$ cat src/rtl/composite_line_scheduler.sv
// composite_line_scheduler
// Sequences per-line render requests against the NTSC composite timing pulses.
// The line buffers are double-buffered and swap at every next_line. A request
// raised while the previous one is still pending or busy aborts the old render
// and flags an overrun.
// Optional feature: define COMPOSITE_SCHED_LINE_IRQ_EN to build the line-compare
// interrupt. Without it, line_irq is tied low and irq_line is unused.
module composite_line_scheduler #(
  parameter int unsigned ACTIVE_LINES = 240,
  parameter int unsigned LINE_W       = 10
) (
  input  logic              clk,
  input  logic              rst,
  input  logic              next_frame,
  input  logic              next_line,
  input  logic              vblank_pulse,
  input  logic              current_field,
  input  logic              interlace_en,
  input  logic [LINE_W-1:0] irq_line,
  output logic              render_req,
  input  logic              render_ack,
  input  logic              render_done,
  output logic              render_abort,
  output logic [LINE_W-1:0] render_line,
  output logic              render_buf,
  output logic              display_buf,
  output logic              line_irq,
  output logic              vblank_irq,
  output logic              overrun,
  input  logic              overrun_clr
);

  localparam logic [8:0] ActiveLinesW = 9'(ACTIVE_LINES);

  typedef enum logic [1:0] {StIdle, StReq, StBusy} state_e;

  state_e            state_q;
  logic [8:0]        field_line_q;
  logic [8:0]        new_line;
  logic              arm;
  logic              pend_q;
  logic [LINE_W-1:0] line_ext;
  logic [LINE_W-1:0] new_render_line;
  logic [LINE_W-1:0] render_line_q;
  logic              render_buf_q;
  logic              render_abort_q;
  logic              line_irq_q;
  logic              vblank_irq_q;
  logic              overrun_q;
  logic              hit_new;
  logic              hit_held;

  // Next field line value and whether it arms a render request.
  always_comb begin
    new_line = field_line_q;
    if (next_frame) begin
      new_line = '0;
    end else if (next_line && (field_line_q < ActiveLinesW)) begin
      new_line = field_line_q + 9'd1;
    end
    arm             = next_frame | (next_line & (new_line < ActiveLinesW));
    line_ext        = LINE_W'(new_line);
    new_render_line = interlace_en ? {line_ext[LINE_W-2:0], current_field} : line_ext;
  end

`ifdef COMPOSITE_SCHED_LINE_IRQ_EN
  // Compare both the freshly armed line and the line held across an abort.
  always_comb begin
    hit_new  = (new_render_line == irq_line);
    hit_held = (render_line_q == irq_line);
  end
`else
  logic unused_irq_line;
  // Compare logic not built: no line interrupts.
  always_comb begin
    hit_new         = 1'b0;
    hit_held        = 1'b0;
    unused_irq_line = ^irq_line;
  end
`endif

  // Line counter, buffer swap, request FSM, overrun and interrupt registers.
  always_ff @(posedge clk or posedge rst) begin
    if (rst) begin
      state_q        <= StIdle;
      field_line_q   <= '0;
      pend_q         <= 1'b0;
      render_line_q  <= '0;
      render_buf_q   <= 1'b0;
      render_abort_q <= 1'b0;
      line_irq_q     <= 1'b0;
      vblank_irq_q   <= 1'b0;
      overrun_q      <= 1'b0;
    end else begin
      render_abort_q <= 1'b0;
      line_irq_q     <= 1'b0;
      vblank_irq_q   <= vblank_pulse;

      if (next_frame || next_line) begin
        field_line_q <= new_line;
      end
      if (next_line) begin
        render_buf_q <= ~render_buf_q;
      end

      // A coincident overrun set below overrides this clear.
      if (overrun_clr) begin
        overrun_q <= 1'b0;
      end

      unique case (state_q)
        StIdle: begin
          if (arm) begin
            render_line_q <= new_render_line;
            line_irq_q    <= hit_new;
            pend_q        <= 1'b0;
            state_q       <= StReq;
          end else if (pend_q) begin
            // Re-issue the request latched when the previous render was aborted.
            line_irq_q <= hit_held;
            pend_q     <= 1'b0;
            state_q    <= StReq;
          end
        end
        StReq: begin
          if (arm) begin
            render_abort_q <= 1'b1;
            overrun_q      <= 1'b1;
            render_line_q  <= new_render_line;
            pend_q         <= 1'b1;
            state_q        <= StIdle;
          end else if (render_ack) begin
            state_q <= StBusy;
          end
        end
        StBusy: begin
          if (render_done) begin
            // Done wins over a coincident new line: plain re-arm, no overrun.
            if (arm) begin
              render_line_q <= new_render_line;
              line_irq_q    <= hit_new;
              state_q       <= StReq;
            end else begin
              state_q <= StIdle;
            end
          end else if (arm) begin
            render_abort_q <= 1'b1;
            overrun_q      <= 1'b1;
            render_line_q  <= new_render_line;
            pend_q         <= 1'b1;
            state_q        <= StIdle;
          end
        end
        default: state_q <= StIdle;
      endcase
    end
  end

  assign render_req   = (state_q == StReq);
  assign render_abort = render_abort_q;
  assign render_line  = render_line_q;
  assign render_buf   = render_buf_q;
  assign display_buf  = ~render_buf_q;
  assign line_irq     = line_irq_q;
  assign vblank_irq   = vblank_irq_q;
  assign overrun      = overrun_q;

endmodule
$ cat config.mk
export PLATFORM = sky130hd
export DESIGN_NAME = composite_line_scheduler
export DESIGN_NICKNAME = d
export VERILOG_FILES = /design/src/rtl/composite_line_scheduler.sv
export SDC_FILE = /design/constraint.sdc
export NUM_CORES = 1
export LEC_CHECK = 0
export ABC_AREA = 0
export CAP_MARGIN = 20
export CORE_MARGIN = 4
export CORE_UTILIZATION = 43
export DETAILED_ROUTE_END_ITERATION = 10
export HOLD_SLACK_MARGIN = 0.06
export PLACE_DENSITY = 0.74
export SYNTH_ARGS = -nofsm -noshare
export SYNTH_HDL_FRONTEND = slang
export SYNTH_SLANG_ARGS = --single-unit
$ cat constraint.sdc
create_clock -name clk -period 2 [get_ports clk]
set_input_delay 0.3 -clock clk [delete_from_list [all_inputs] [get_ports clk]]
set_output_delay 0.3 -clock clk [all_outputs]
set_load 0.02 [all_outputs]
Word-level counts from Yosys, hierarchy flattened
Index checks and enable logic that the tools add are counted.
{"block": "op_classes", "reduce_logical": 8, "n_eq_ne": 6, "n_mux": 21, "order_cmp": 2, "n_addsub": 1, "bitwise": 3}
{"cell": "$lt 9x8->1 const B", "count": 2}
{"cell": "$mux 9", "count": 2}
{"cell": "$mux 2", "count": 6}
{"cell": "$mux 10", "count": 1}
{"cell": "$add 9x1->9 const B", "count": 1}
{"cell": "$mux 1", "count": 8}
{"cell": "$ne 3x3->1 const B", "count": 2}
{"cell": "$pmux 2 s3", "count": 1}
{"cell": "$pmux 1 s2", "count": 2}
{"cell": "$reduce_and 2->1", "count": 2}
{"cell": "$ne 3x1->1 const B", "count": 1}
{"cell": "$pmux 1 s3", "count": 1}
{"cell": "$reduce_and 3->1", "count": 1}
{"cell": "$reduce_bool 3->1", "count": 1}
{"cell": "$reduce_or 3->1", "count": 1}
{"cell": "$eq 2x1->1 const B", "count": 1}
{"cell": "$eq 2x2->1 const B", "count": 1}
{"cell": "$logic_not 2->1", "count": 1}
{"cell": "$ne 2x2->1 const B", "count": 1}
{"cell": "$and 1x1->1", "count": 1}
{"cell": "$logic_and 1x1->1", "count": 1}
{"cell": "$logic_or 1x1->1", "count": 1}
{"cell": "$not 1->1", "count": 1}
{"cell": "$or 1x1->1", "count": 1}
{"block": "totals", "in_bits": 20, "wordCells": 49, "output_inout_bits": 17, "ff_bits": 26}

Logic depth before layout (Yosys ltp)
{"block": "logic_depth", "ltp_word": 10, "ltp_mapped": 7, "ltp_nobuf": 7}

Worst setup path after synthesis
OpenSTA, ideal clock, no wires.
{"block": "synth_timing", "path_type": "register -> register", "start": "reg field_line_q[8]", "end": "reg render_line_q[0] (netlist: render_line[0])", "stages_incl_launch_ff": 6, "period_less_slack_ns": 1.932, "arrival_time_ns": 1.808, "slack_ns": 0.068, "required_time_ns": 1.875, "path_buffers": 0, "setup_ns": 0.125, "cell_sequence": "dfrtp_1 -> nand4b_2 -> o31ai_1 -> a31oi_2 -> nor3_4 -> mux2_2"}
{"block": "synth_between", "elab_chain_cells": 8, "elab_cells_between_ends": 10, "classes_between": "add/sub: 1; order compare: 2; mux: 3; bitwise: 2; reduce/logical: 2"}
{"element": "start, declared", "line_no": "38", "text": "logic [8:0] field_line_q;"}
{"element": "start signal, assigned", "line_no": "100", "text": "field_line_q <= new_line;"}
{"element": "$lt 9x8->1", "line_no": "58", "text": "end else if (next_line && (field_line_q < ActiveLinesW)) begin"}
{"element": "$logic_and 1x1->1", "line_no": "58"}
{"element": "$mux 9 (*)", "line_no": "58"}
{"element": "$mux 9 (*)", "line_no": "56", "text": "if (next_frame) begin"}
{"element": "$lt 9x8->1", "line_no": "61", "text": "arm = next_frame | (next_line & (new_line < ActiveLinesW));"}
{"element": "$and 1x1->1", "line_no": "61"}
{"element": "$or 1x1->1", "line_no": "61"}
{"element": "$reduce_and 2->1 (no line)"}
{"element": "end signal, assigned", "line_no": "114", "text": "render_line_q <= new_render_line;"}
{"element": "end signal, assigned", "line_no": "129", "text": "render_line_q <= new_render_line;"}
{"element": "end signal, assigned", "line_no": "140", "text": "render_line_q <= new_render_line;"}
{"element": "end, declared", "line_no": "44", "text": "logic [LINE_W-1:0] render_line_q;"}
Every way passes the cells marked *; elsewhere a longest branch is shown, timed or not.
A chain may end at the register's enable or synchronous reset.

Worst setup path in the final report
{"block": "layout_timing", "start": "reg field_line_q[8]", "end": "reg render_line_q[3] (netlist: render_line[3])"}
The elaborated chain is that of the path after synthesis.

==> flow_metrics.tcl <==
set metrics [dict create \
    grt_pass1_vias 1170 \
    critPathKind "reg2reg" \
    power.total_mw 1.41 \
    grtUsageTotal 0.160 \
    ys_types 40 \
    clkTransAtPathRegs_ns 0.13 \
    arrival_ns 2.19 \
    post_drt_via_cell_ratio 5.26 \
    drive_above_1_share 0.282 \
    dieArea_mm2 0.00436 \
    clock-sinks 26 \
    final_cell_mix "dfrtp_1 (25), clkdlybuf4s50_1 (23), mux2_2 (17)" \
    synth_top_cell_by_area "dfrtp_1" \
    setup.worst_path.end_class "flip-flop" \
    ys_async_sr_fraction 1.00 \
    multi_input_area_um2 805 \
    insertedDiodeCount 0 \
    avgSynthCellArea_um2 10.6 \
    run_status "complete, no violations" \
    synth_area_leaders "dfrtp_1 (45%), mux2_2 (13%), ha_1 (4.3%)" \
    grt.busiest_layer "met2" \
    wl_per_cell_um 14.1 \
    vdd_drop_max_mv 0.374 \
    die_w_um 66.0 \
    clk-insertion-delay-late_ns 0.31 \
    rows 20 \
    drc 0 \
    dp.final_hpwl_mm 2.27 \
    final_common_cell "dfrtp_1" \
    synth-edff-count 0 \
    fmax_mhz 506 \
    syn-num-nets 161 \
    fin_cells 221 \
    dp_worst_setup_slack_ns -0.490 \
    maxSlewViolCount 0 \
    syn_to_final_growth_pct 35.1 \
    slowest_delay_ns 0.52 \
    layout_setup_ws_ns 0.0219 \
    yosysSeqAreaShare 0.449 \
    min_path_type "in2async" \
    firstDrtPassIters 4 \
    io_pins 37 \
    cts_root_buf "clkbuf_4" \
    ff_latch_area_um2 652 \
    crit_fanout 10 \
    drv_cap 0 \
    cts_max_path_buffers 2 \
    h-tree-depth 1 \
    start_util 0.463 \
    grtUsageMet3 0.0255 \
    tritoncts "done" \
    p_per_area_mw_per_mm2 722 \
    syn_area_mm2 0.00145 \
    drt-initial-drc-count 57 \
    finClkSkew_ns 0.00783 \
    synth_top_area_frac 0.449 \
    cp-start-kind "flip-flop" \
    grtUsageMet2 0.267 \
    numCtsBuffers 3 \
    wirelength_mm 3.12 \
    grt_pass1_wl_mm 5.41 \
    ant_nets 0 \
    setup_viol 0 \
    synthCells 136 \
    place_area_mm2 0.00185 \
    post-route-util 0.625 \
    nets 204 \
    slowest_stage "or4_4" \
    met1_usage 0.210 \
    vias 1163 \
    yosysWarnings 0 \
    period_needed_ns 1.98 \
    core_area_mm2 0.00313 \
    fillers 269 \
    dp.cells 217 \
    synth_seq_cells 26 \
    rsz0062_at_grt "true" \
    cellLeakagePower_nw 0.922 \
    cp.required_ns 2.22 \
    fin_crit_sh 0.989 \
    grt_max_degree 27 \
    final_area_mm2 0.00196 \
    grt_overflow 0 \
    synth_flop_cell "dfrtp_1" \
    portBuffers 25 \
    hold_viol_final 0 \
    finalWeightedCongestion 0.805 \
    crit_chain "nand4b_4 > or4_4 > a31oi_4 > nor3_4 > buf_12 > mux2_2" \
    dieHeight_um 66.0 \
    antenna_found_initial 0 \
]
-- state kept, by name (all words and copies together), names as in the netlist --
register      cells
pend_q            1
field_line_q      9
state_q           2
render_line      10
render_abort      1
vblank_irq        1
render_buf        1
overrun           1
-- cells in the mapped netlist (2+ instances only) --
cell and number:
mux2_2 17, inv_1 10, nand3b_1 2, or4_1 2
dfrtp_1 26, nor2b_1 7, clkbuf_1 2, a21oi_1 10
nand3_1 5, or2_2 2, nand2b_1 4, o2bb2ai_1 3
xnor2_1 2, nand2_1 2, o31ai_1 2, ha_1 5
nor2_1 8, o21ai_0 5
-- final timing paths --
| kind | from | to | slack [ns] | cells past startpoint |
|---|---|---|---|---|
| min in group clk | next_line | render_buf | 0.41 | 3 |
| max reg2reg | field_line_q[8] | render_line[3] | 0.02 | 6 |
| max in group asynchronous | rst | field_line_q[0] | 1.41 | 3 |
| min reg2reg | render_buf | render_buf | 0.50 | 1 |
| max | field_line_q[8] | render_line[3] | 0.02 | 6 |
| min | rst | field_line_q[1] | 0.33 | 3 |
-- worst max-delay path, delay by kind of cell, from the launching register on --
family / cells / cell delay [ns]
buf+inv: 1 / 0.14
simple gates: 3 / 0.79
compound gates: 1 / 0.24
mux: 1 / 0.27
flops: 1 / 0.44
-- logic make-up (layout without fill, tap and decap cells) --
group | after synthesis | after routing | share of synthesized area
simple gates | 46 | 46 | 0.206
flops | 26 | 26 | 0.449
compound gates | 24 | 24 | 0.105
mux | 18 | 18 | 0.139
buf+inv | 13 | 54 | 0.0363
fa+ha+maj | 5 | 5 | 0.0432
xor+xnor | 3 | 3 | 0.0182
other cells | 1 | 1 | 0.00259
-- final cells by class --
type,count,area share
Clock buffer,3,0.0115
Inverter,10,0.0192
Multi-Input combinational cell,97,0.411
Sequential cell,26,0.333
Tap cell,44,0.0282
Timing Repair Buffer,41,0.196
-- per-stage QoR --
| stage | TNS, ns | hold WS (ns) |
|---|---|---|
| final | 0 | 0.331 |
| after global routing | -0.469 | 0.332 |
| after CTS | 0 | 0.334 |
| after detailed placement | -5.74 | 0.479 |
| after global placement | -4.52 | 0.472 |
| after floorplan | 0 | 0.331 |
-- per-layer routing --
layer	up-vias	routed length [um]
met4	0	56
met5	-	0
li1	567	-
met1	569	1450
met3	7	76
met2	20	1540
-- power by group --
part / switching (mW) / internal, mW / total (mW) / leakage [nW]
logic: 0.289 / 0.276 / 0.565 / 0.561
clock network: 0.142 / 0.0705 / 0.212 / 0.0138
registers: 0.0441 / 0.590 / 0.634 / 0.347
total: 0.475 / 0.937 / 1.41 / 0.922
-- what timing repair did --
| action | in CTS | in global routing |
|---|---|---|
| hold buffers | 0 | 0 |
| pin swaps | 1 | 3 |
| setup buffers | 1 | 1 |
| hold endpoints to repair | 0 | 0 |
| endpoints found under the setup margin | 12 | 15 |
| resized for setup | 6 | 8 |
(Power assumes the default switching activity.)
